$ cat src/rtl/ad9122_spi_engine.sv
// 3-wire SPI engine for the AD9122: one write, read or timed delay per handshake.
// Drives SCLK/CS_n/SDIO with direction control and returns read data to the sequencer.
module ad9122_spi_engine #(
  parameter int CLK_DIV    = 4,
  parameter int GAP_CYCLES = 8
) (
  input  logic        clk_in,
  input  logic        rst,
  input  logic [1:0]  i_wrrd_mode_sel,
  input  logic [15:0] i_wr_infodata,
  input  logic [7:0]  i_rd_info,
  input  logic [15:0] i_delay_cnt,
  input  logic        datain_valid,
  output logic        datain_ready,
  output logic [7:0]  o_rd_data,
  output logic        o_sclk,
  output logic        o_sda,
  output logic        o_sda_dir,
  input  logic        i_sda,
  output logic        o_cs_n
);

  localparam logic [31:0] HALF_LAST  = 32'(CLK_DIV - 1);
  localparam logic [31:0] GAP_LAST   = 32'(GAP_CYCLES - 1);
  localparam logic [31:0] BIT_CYCLES = 32'(2 * CLK_DIV);

  typedef enum logic [2:0] {GAP, IDLE, LOAD, SHIFT, CS_HOLD, DELAY, DONE} state_t;

  state_t      state, state_d;
  logic [31:0] cnt, cnt_d;
  logic [3:0]  bit_idx, bit_d, nxt_bit;
  logic [15:0] shift_word;
  logic        is_read;
  logic [31:0] delay_last;
  logic [7:0]  rx;
  logic        capture;
  logic        sclk_d, cs_n_d, sda_d, dir_d, ready_d;
  logic [7:0]  rd_data_d;

  // Command capture and read shift register; no reset needed, written before use.
  always_ff @(posedge clk_in) begin
    if (capture) begin
      shift_word <= (i_wrrd_mode_sel == 2'b01) ? {i_rd_info, 8'h00} : i_wr_infodata;
      is_read    <= (i_wrrd_mode_sel == 2'b01);
      // DELAY lasts one cycle less than the full span; DONE supplies the last cycle.
      delay_last <= 32'(i_delay_cnt) * BIT_CYCLES - 32'd2;
    end
    if (state == SHIFT && o_sclk && cnt == 32'd0 && is_read && !bit_idx[3])
      rx <= {rx[6:0], i_sda};
  end

  always_ff @(posedge clk_in or posedge rst) begin
    if (rst) begin
      state        <= GAP;
      cnt          <= '0;
      bit_idx      <= '0;
      o_sclk       <= 1'b0;
      o_cs_n       <= 1'b1;
      o_sda        <= 1'b0;
      o_sda_dir    <= 1'b1;
      datain_ready <= 1'b0;
      o_rd_data    <= 8'h00;
    end else begin
      state        <= state_d;
      cnt          <= cnt_d;
      bit_idx      <= bit_d;
      o_sclk       <= sclk_d;
      o_cs_n       <= cs_n_d;
      o_sda        <= sda_d;
      o_sda_dir    <= dir_d;
      datain_ready <= ready_d;
      o_rd_data    <= rd_data_d;
    end
  end

  // Outputs are computed one cycle ahead so the registered pins line up with the state.
  always_comb begin
    state_d   = state;
    cnt_d     = cnt;
    bit_d     = bit_idx;
    capture   = 1'b0;
    sclk_d    = o_sclk;
    cs_n_d    = o_cs_n;
    sda_d     = o_sda;
    dir_d     = o_sda_dir;
    ready_d   = 1'b0;
    rd_data_d = o_rd_data;
    nxt_bit   = bit_idx - 4'd1;
    case (state)
      GAP: begin
        if (cnt == GAP_LAST) begin
          state_d = IDLE;
          cnt_d   = '0;
        end else begin
          cnt_d = cnt + 32'd1;
        end
      end
      IDLE: begin
        if (datain_valid) begin
          capture = 1'b1;
          cnt_d   = '0;
          case (i_wrrd_mode_sel)
            2'b00, 2'b01: begin
              state_d = LOAD;
              cs_n_d  = 1'b0;
              dir_d   = 1'b1;
              sda_d   = i_wrrd_mode_sel[0] ? i_rd_info[7] : i_wr_infodata[15];
            end
            2'b10:   state_d = (i_delay_cnt == 16'd0) ? DONE : DELAY;
            default: state_d = DONE;
          endcase
        end
      end
      LOAD: begin
        state_d = SHIFT;
        bit_d   = 4'd15;
      end
      SHIFT: begin
        if (cnt == HALF_LAST) begin
          cnt_d = '0;
          if (!o_sclk) begin
            sclk_d = 1'b1;
          end else begin
            sclk_d = 1'b0;
            if (bit_idx == 4'd0) begin
              state_d = CS_HOLD;
            end else begin
              bit_d = nxt_bit;
              // SDIO is handed to the DAC at the start of the data byte of a read.
              if (is_read && !nxt_bit[3]) begin
                sda_d = 1'b0;
                dir_d = 1'b0;
              end else begin
                sda_d = shift_word[nxt_bit];
              end
            end
          end
        end else begin
          cnt_d = cnt + 32'd1;
        end
      end
      CS_HOLD: begin
        if (cnt == HALF_LAST) begin
          state_d = DONE;
          cnt_d   = '0;
          cs_n_d  = 1'b1;
          dir_d   = 1'b1;
          sda_d   = 1'b0;
        end else begin
          cnt_d = cnt + 32'd1;
        end
      end
      DELAY: begin
        if (cnt == delay_last) begin
          state_d = DONE;
          cnt_d   = '0;
        end else begin
          cnt_d = cnt + 32'd1;
        end
      end
      DONE: begin
        ready_d = 1'b1;
        if (is_read) rd_data_d = rx;
        state_d = GAP;
        cnt_d   = '0;
      end
      default: state_d = GAP;
    endcase
  end

endmodule

$ cat config.mk
export PLATFORM = sky130hd
export DESIGN_NAME = ad9122_spi_engine
export DESIGN_NICKNAME = d
export VERILOG_FILES = /design/src/rtl/ad9122_spi_engine.sv
export SDC_FILE = /design/constraint.sdc
export NUM_CORES = 1
export LEC_CHECK = 0
export BUFFER_PORTS_ARGS = -buffer_cell sky130_fd_sc_hd__buf_2
export CAP_MARGIN = 20
export CORE_MARGIN = 4
export CORE_UTILIZATION = 50
export DETAILED_ROUTE_END_ITERATION = 10
export PLACE_DENSITY = 0.79
export SLEW_MARGIN = 20
export SYNTH_ARGS = -nofsm -noshare
export SYNTH_HDL_FRONTEND = slang
export SYNTH_SLANG_ARGS = --single-unit
$ cat constraint.sdc
create_clock -name clk_in -period 3.9 [get_ports clk_in]
set_input_delay 0.195 -clock clk_in [delete_from_list [all_inputs] [get_ports clk_in]]
set_output_delay 0.195 -clock clk_in [all_outputs]
set_load 0.02 [all_outputs]
==> metrics.txt, run 1 <==
status finished, final reports clean; DR vias/cell 5.623; Hold Vio Cnt, Final 0; clk root buf clkbuf_8; # setup viols final 0; Starting Density 51.34%; largest net degree at the start of global routing between 50 and 60; Crit Path Category reg2reg; Die Wd 107.9 um; Max Clock Freq 392.8 MHz; layout cells sized above 1 20.71%; arrival time worst endpoint 2.80 ns; number of fill cells between 800 and 900; top area cells in the synthesized netlist edfxtp_1 25%, dfrtp_1 25%, o21ai_0 4.2%, xor2_1 4.0%, nand2_1 3.9%; diode count 0; CTS max path bufs 2; post-synthesis sequential area ratio around 51%; Worst Hold Class in2reg; Syn-to-layout area delta 11.82%; worst slew pin tran approximately 0.68 ns; crit end category flip-flop; leakage 2.156 nW; Post-Place Cell Area 5386 um2; peak supply drop 204.2 uV; CP max FO 29; Initial DRT Pass Iterations 4; synth unique cells 55; top-count cell post-synth nand2_1; Yosys reg bits between 90 and 100; RSZ-0062 raised after global routing false; Post-synth EDFFs 42; Overflow after GRT 0; Worst EP required a little over 4 ns; clock slew at reported path FFs approximately 0.090 ns; post-synthesis average cell area roughly 10 um2; power per cell area 390.5 nW/um2; H-tree Lvls 3; # rows 36; setup_tns 0 ns; fraction of registers with async set/reset 55.32%; CTS Buf Count 9; final clock skew 0.009547 ns; first-pass GRT wire length 17.06 mm; Non-Filler Cell Area, Final 5585 um2; Clk Latency, worst-skew pair approximately 0.36 ns; Commonest cells post-synth 52 x nand2_1, 50 x dfrtp_1, 42 x edfxtp_1, 42 x o21ai_0, 28 x nor2_1; Core ar. 9729 um2; part of the cycle the worst path needs 65.27%; # clock sinks 94; initial antenna violation count 0; fin. max-slew vios 0; Mapped Cells between 400 and 500; Main synth FF type dfrtp_1; Yosys top cell by area edfxtp_1; Final min period between 2 and 3 ns; Setup Fix Bufs, Post-CTS 0; Rel. slew slack between 50% and 60%; nets@finish a little under 600; r2r setup slk 1.35 ns; routed via count 3762; Die H around 110 um; Worst Setup Start Kind flip-flop; 1st-iter DRT viols 247; CTS tree yes; # port buffers 58; mapped cell area 4995 um2; syn_nets 529; RePlAce Congestion 0.8975; top cell type's share of synthesized area 25.25%; Antenna Violating Nets Remaining 0; Max Cap Viol 0; DIE AREA 11650 um2; HPWL Detailed between 7 and 8 mm; number of global-route vias before repair 3699; # DRC 0; wire per inst 15.14 um; overall routing resource usage 18.39%; num ports 59; aggregate routed wire length 10.13 mm; Synth warnings 0
==> layout by cell type (no fill, tap or decap), drive strengths merged, types with 12 or more instances in the layout <==
cell and count:
o21ai 46, xnor2 19, nand2 52, nand3 19, buf 63, nor4 12
mux2 17, edfxtp 42, nor2 29, clkbuf 14, nor2b 12, nor3 15
dfrtp 50, xor2 23
==> kinds of logic (layout without fill, tap and decap cells) <==
logic type | count (synthesis) | after routing | synth area share, %
mux | 25 | 25 | 6.438
flops | 94 | 94 | 51.35
buf+inv | 33 | 92 | 3.031
xor+xnor | 42 | 42 | 7.365
simple gates | 191 | 191 | 19.92
compound gates | 86 | 86 | 10.40
fa+ha+maj | 6 | 6 | 1.503
==> where the power goes <==
group	total [mW]	leakage, nW	switching, mW	internal (mW)
registers	1.26	0.972	0.148	1.11
clock network	0.598	0.0869	0.329	0.269
logic	0.321	1.10	0.166	0.156
total	2.18	2.16	0.643	1.54
==> final cells by class <==
type / count / area, um2 / share of cell area [%]
clock buffer: 14 / 162.7 / 2.912
clock inverter: 2 / 16.27 / 0.2912
inverter: 11 / 43.79 / 0.7840
multi-input combinational: 350 / 2283 / 40.88
sequential: 94 / 2565 / 45.92
tap: 133 / 166.4 / 2.979
timing repair buffer: 65 / 347.8 / 6.228
==> metal layers <==
metal	global-route usage, %	up-vias	share of wire [%]
li1	-	1833	-
met1	25.06	1819	45
met2	29.62	99	48
met3	2.806	11	4.9
met4	7.484	0	1.6
met5	0	-	0
==> worst paths after layout <==
kind / from / endpoint / cells past startpoint
setup / recovery: cnt[7] / cnt[18] / 7
hold / removal: i_wr_infodata[4] / shift_word[4] / 2
setup reg to reg: cnt[7] / cnt[18] / 7
hold reg to reg: rx[3] / rx[4] / 0
max in group asynchronous: rst / cnt[15] / 3
min in group asynchronous: rst / o_rd_data[1] / 3
==> metrics by stage <==
stage          util [%]  cells  hold slack, ns  worst slack [ns]  power (mW)
5_1_grt           57.41    669          0.1223             1.180       2.298
6_report          57.41    669          0.1184             1.354       2.181
3_3_place_gp      55.34    651          0.3760             1.414       1.575
3_5_place_dp      55.36    651          0.3446             1.368       1.599
2_1_floorplan         -    477          0.2939            0.4197       1.503
4_1_cts           57.41    669          0.1094             1.357       2.192
==> flip-flops by register name, indices dropped and copies added (netlist names) <==
name	flops
cnt	32
delay_last	17
shift_word	16
o_rd_data	8
rx	8
bit_idx	4
state	3
datain_ready	1
is_read	1
o_cs_n	1
o_sclk	1
o_sda	1
o_sda_dir	1
==> worst max-delay path, cell delays in order (launching register included) <==
cell,delay (ns)
dfrtp_1,0.46
xor2_1,0.19
nor4_1,0.40
nand3_1,0.13
a211oi_1,0.48
o21ba_4,0.42
o21ai_0,0.15
a21o_1,0.19
==> repair_timing <==
action | in CTS | in global routing
hold endpoints to repair | 51 | 0
gates resized for setup | 0 | 0
hold buffers | 2 | 0
Note: power is estimated with default switching activity, not from simulation.
==> run 2, diff against run 1 <==
==> constraint.sdc (replaced) <==
create_clock -name clk_in -period 2.5 [get_ports clk_in]
set_input_delay 0.125 -clock clk_in [delete_from_list [all_inputs] [get_ports clk_in]]
set_output_delay 0.125 -clock clk_in [all_outputs]
set_load 0.02 [all_outputs]
==> run 2 against run 1 <==
Critical path depth rose by 1. Utilization rose by 1.8 points. Register-to-register slack got worse by 1.2 ns. Wire length rose by 2.6%. Non-clock buffer count rose by 16. Clock-buffer cell count fell by 1. Sequential power rose by 56%. Clock power rose by 69%. Cell count rose by 2.5%. Cell area rose by 3.1%. Die area did not move. Largest power group unchanged.
==> metrics.txt, run 2 (synthesis results as in run 1) <==
1st-iter DRT viols 268 (was 247); max FFs per register 32 (unchanged); Syn-to-layout area delta 15.31% (was 11.82%); DIE AREA 11650 um2 (unchanged); worst slew pin tran 0.6422 ns (was 0.6819 ns); critical path startpoint cnt[31] (was cnt[7]); # port buffers 58 (unchanged); initial antenna violation count 0 (unchanged); crit end category flip-flop (unchanged); diode count 0 (unchanged); Core ar. 9729 um2 (unchanged); largest net degree at the start of global routing 35 (was 53); # rows 36 (unchanged); Die Wd 107.9 um (unchanged); Clk Latency, worst-skew pair 0.37 ns (was 0.36 ns); Max Cap Viol 0 (unchanged); Largest Register cnt (unchanged); Crit Path Category reg2reg (unchanged); most frequent cells in the layout 58 x buf_2, 52 x nand2_1, 50 x dfrtp_1 (unchanged); fin. max-slew vios 0 (unchanged); Overflow after GRT 0 (unchanged); # setup viols final 0 (unchanged); Final min period 2.334 ns (was 2.546 ns); num ports 59 (unchanged); arrival time worst endpoint 2.59 ns (was 2.80 ns); overall routing resource usage 18.69% (was 18.39%); Antenna Violating Nets Remaining 0 (unchanged); Hold Crit Depth 2 (unchanged); # DRC 0 (unchanged); power per cell area 612.3 nW/um2 (was 390.5 nW/um2); part of the cycle the worst path needs 93.37% (was 65.27%); Worst Setup Start Kind flip-flop (unchanged); Worst Hold Path EP shift_word[6] (was shift_word[4]); aggregate routed wire length 10.39 mm (was 10.13 mm); Hold Vio Cnt, Final 0 (unchanged); placed instance count 666 (was 651); routed via count 3776 (was 3762); Starting Density 51.34% (unchanged); number of cells on the worst reg-to-reg path 8 (was 7); leakage 2.256 nW (was 2.156 nW); Rel. slew slack 57.10% (was 54.44%); wire per inst 15.15 um (was 15.14 um); FF-to-FF End bit_idx[2] (was cnt[18]); biggest regs cnt (32), delay_last (17), shift_word (16) (unchanged); Die H 107.9 um (unchanged); CTS max path bufs 2 (unchanged); HPWL Detailed 7.506 mm (was 7.337 mm); Max Clock Freq 428.4 MHz (was 392.8 MHz); nets@finish 600 (was 583); Worst Hold Class in2reg (unchanged); # clock sinks 94 (unchanged); Worst EP required 2.75 ns (was 4.15 ns); commonest non-fill, non-tap cell in the layout buf_2 (unchanged); layout cells sized above 1 23.69% (was 20.71%); r2r setup slk 0.17 ns (was 1.35 ns); clock slew at reported path FFs 0.09 ns (about the same); clk root buf clkbuf_8 (unchanged); Initial DRT Pass Iterations 4 (unchanged); CTS Buf Count 9 (unchanged); RePlAce Congestion 0.8677 (was 0.8975); final clock skew 0.01024 ns (was 0.009547 ns); H-tree Lvls 3 (unchanged); Hold Startpoint i_wr_infodata[6] (was i_wr_infodata[4]); Reg2Reg Launch Point cnt[31] (was cnt[7]); CP max FO 7 (was 29); setup_tns 0 ns (unchanged); worst hold slack 0.03951 ns (was 0.1184 ns); peak supply drop 427.4 uV (was 204.2 uV); first-pass GRT wire length 17.04 mm (was 17.06 mm); Finished Layout Cells 686 (was 669); CTS tree yes (unchanged); number of global-route vias before repair 3537 (was 3699); status finished, final reports clean (unchanged); DR vias/cell 5.504 (was 5.623)
-- run 2: report_power, final --
part / total, mW / switching [mW] / internal (mW)
clock network: 1.01 / 0.514 / 0.492
logic: 0.563 / 0.293 / 0.270
registers: 1.96 / 0.220 / 1.74
-- run 2: metrics by stage --
| step | setup slack [ns] | area, um2 | total power, mW | util (%) |
|---|---|---|---|---|
| CTS | 0.01533 | 5722 | 3.546 | 58.81 |
| detailed placement | 0.07130 | 5509 | 2.538 | 56.62 |
| finish | 0.1658 | 5759 | 3.526 | 59.20 |
| floorplan | 0.05181 | 5006 | 2.346 | - |
| global placement | 0.09395 | 5509 | 2.501 | 56.62 |
| global route | -0.004793 | 5759 | 3.728 | 59.20 |
-- run 2: how the worst max path moves through the flow --
stage                                 to  slack (ns)  depth (start not counted)
after floorplan           delay_last[10]        0.05                          3
after global placement           cnt[18]        0.09                          8
after detailed placement         cnt[18]        0.07                          8
after CTS                        cnt[18]        0.02                          8
after global routing            state[1]      -0.005                          8
final                         bit_idx[2]        0.17                          8
-- run 2: final cells by class --
cell class	instances	area, um2
Clock inverter	3	43.79
Timing Repair Buffer	81	467.9
Clock buffer	13	148.9
Tap cell	133	166.4
Fill cell	826	3970
Inverter	11	41.29
Sequential cell	94	2565
Multi-Input combinational cell	351	2326
-- run 2: repair_timing --
action                                  CTS  global route
endpoints found under the hold margin    19             0
endpoints found under the setup margin    0            26
hold buffers                              2             0
setup buffers                             0             1
gates resized for setup                   0             3
-- run 2: per-layer routing --
layer | GRT usage, % | share of wire, % | up-vias
li1 | - | - | 1864
met4 | 5.861 | 1.4 | 0
met3 | 4.657 | 6.8 | 11
met5 | 0 | 0 | -
met1 | 25.61 | 44 | 1792
met2 | 29.48 | 48 | 109
-- run 2: worst max-delay path: stages, from the launching register on --
cell and delay [ns]:
dfrtp_1 0.45, nor4_4 0.35, nand4_1 0.12, or3_1 0.41
buf_4 0.18, o21ai_0 0.17, nand3b_1 0.18, buf_4 0.20
o22a_1 0.16
==> run 3, diff against run 2 <==
--- a/config.mk
+++ b/config.mk
@@ -9,6 +9,7 @@
 export CAP_MARGIN = 20
 export CORE_MARGIN = 4
 export CORE_UTILIZATION = 50
+export CTS_BUF_LIST = sky130_fd_sc_hd__clkbuf_2 sky130_fd_sc_hd__clkbuf_4 sky130_fd_sc_hd__clkbuf_8
 export DETAILED_ROUTE_END_ITERATION = 10
 export PLACE_DENSITY = 0.79
 export SLEW_MARGIN = 20
==> run 3 against run 2 <==
Total power rose by 0.88%. Clock power barely moved. Critical path depth is 1 higher. Combinational power about the same. Sequential power hardly changed. Worst setup slack lost 0.013 ns. Wire length up 0.18%. Utilization is 0.12 points higher. Die area unchanged. Critical endpoint is now cnt[10]. Largest cell class unchanged. Largest power group unchanged.
==> metrics.txt, run 3 (synthesis results as in run 1) <==
number of global-route vias before repair 3532 (was 3537); Syn-to-layout area delta 15.53% (was 15.31%); # port buffers 58 (unchanged); diode count 0 (unchanged); Max Cap Viol 0 (unchanged); Post-Place Cell Area 5509 um2 (unchanged); biggest regs cnt (32), delay_last (17), shift_word (16) (unchanged); layout cells sized above 1 24.23% (was 23.69%); 1st-iter DRT viols 271 (was 268); Max Clock Freq 426.0 MHz (was 428.4 MHz); Final min period 2.348 ns (was 2.334 ns); Worst EP required 2.73 ns (was 2.75 ns); first-pass GRT wire length 17.01 mm (was 17.04 mm); CP max FO 12 (was 7); status finished, final reports clean (unchanged); DR vias/cell 5.587 (was 5.504); Starting Density 51.34% (unchanged); # clock sinks 94 (unchanged); CTS Buf Count 9 (unchanged); fin. max-slew vios 0 (unchanged); CTS max path bufs 2 (unchanged); Clk Latency, worst-skew pair 0.37 ns (about the same); DIE AREA 11650 um2 (unchanged); max FFs per register 32 (unchanged); Worst Setup Start Kind flip-flop (unchanged); power per cell area 616.4 nW/um2 (was 612.3 nW/um2); H-tree Lvls 3 (unchanged); Non-Filler Cell Area, Final 5771 um2 (was 5759 um2); number of fill cells 824 (was 826); clk root buf clkbuf_8 (unchanged); Rel. slew slack 57.32% (was 57.10%); most frequent cells in the layout 58 x buf_2, 52 x nand2_1, 50 x dfrtp_1 (unchanged); commonest non-fill, non-tap cell in the layout buf_2 (unchanged); initial antenna violation count 0 (unchanged); register area 2565 um2 (unchanged); Largest Register cnt (unchanged); Die Wd 107.9 um (unchanged); wire per inst 15.18 um (was 15.15 um); nets@finish 600 (unchanged); Hold Vio Cnt, Final 0 (unchanged); CTS tree yes (unchanged); crit end category flip-flop (unchanged); final clock skew 0.01437 ns (was 0.01024 ns); # DRC 0 (unchanged); total power 3.557 mW (was 3.526 mW); Worst Hold Class in2reg (unchanged); Crit Path Category reg2reg (unchanged); routed via count 3833 (was 3776); Die H 107.9 um (unchanged); peak supply drop 426.2 uV (was 427.4 uV); arrival time worst endpoint 2.57 ns (was 2.59 ns); leakage 2.267 nW (was 2.256 nW); part of the cycle the worst path needs 93.90% (was 93.37%); overall routing resource usage 18.65% (was 18.69%); Antenna Violating Nets Remaining 0 (unchanged); area of the multi-input gates 2326 um2 (unchanged); aggregate routed wire length 10.41 mm (was 10.39 mm); clock slew at reported path FFs 0.09 ns (about the same); Overflow after GRT 0 (unchanged); # setup viols final 0 (unchanged); Initial DRT Pass Iterations 5 (was 4); worst slew pin tran 0.6389 ns (was 0.6422 ns); largest net degree at the start of global routing 35 (unchanged); RePlAce Congestion 0.8677 (unchanged); Core ar. 9729 um2 (unchanged); num ports 59 (unchanged); # rows 36 (unchanged); HPWL Detailed 7.506 mm (unchanged)
run 3: cell types whose count changed in the layout (fill, tap and decap cells not counted):
| cell | before | now |
|---|---|---|
| clkbuf_1 | 3 | 0 |
| clkbuf_4 | 0 | 3 |
run 3: layout make-up:
cell class	instances	area share, %
clock buffer	13	2.775
clock inverter	3	0.7589
inverter	11	0.7155
multi-input combinational	351	40.31
sequential	94	44.45
tap	133	2.884
timing repair buffer	81	8.109
run 3: power breakdown:
part,internal (mW),switching (mW)
clock,0.525,0.512
combinational,0.270,0.294
sequential,1.74,0.219
run 3: per-stage QoR:
stage,util [%],setup WS [ns],instances,TNS [ns],hold slack (ns)
global route,59.31,-0.004565,686,-0.004565,0.02920
detailed placement,56.62,0.07130,666,0,0.1500
global placement,56.62,0.09395,666,0,0.1526
CTS,58.92,0.01621,684,0,0.02024
floorplan,-,0.05181,477,0,0.2239
finish,59.31,0.1525,686,0,0.03510
run 3: worst max-delay path, stage by stage (launching register included):
cell,delay [ns]
dfrtp_1,0.48
xor2_1,0.20
nor4_1,0.28
nand3_1,0.18
a211oi_2,0.25
buf_4,0.17
nor2_1,0.07
nor3_1,0.21
buf_4,0.24
o32ai_1,0.12
run 3: per-layer routing:
metal  vias up  global-route usage, %  part of all wire [%]
li1       1866                      -                     -
met1      1839                  25.61                    45
met2       112                  29.35                    48
met3        16                  4.299                   5.1
met4         0                  6.402                   1.7
met5         -                      0                     0
run 3: worst paths after layout:
path	from	endpoint	slack, ns	cells after the start
hold / removal	i_wr_infodata[6]	shift_word[6]	0.04	2
setup reg to reg	cnt[11]	cnt[10]	0.15	9
setup / recovery	cnt[11]	cnt[10]	0.15	9
min in group asynchronous	rst	bit_idx[3]	0.30	3
hold reg to reg	rx[1]	rx[2]	0.46	0
max in group asynchronous	rst	cnt[10]	1.42	4
run 3: what timing repair did:
action | in CTS | in global routing
endpoints found under the hold margin | 19 | 0
setup endpoints to repair | 0 | 26
setup buffers | 0 | 1
gates resized for setup | 0 | 3
hold buffers | 2 | 0
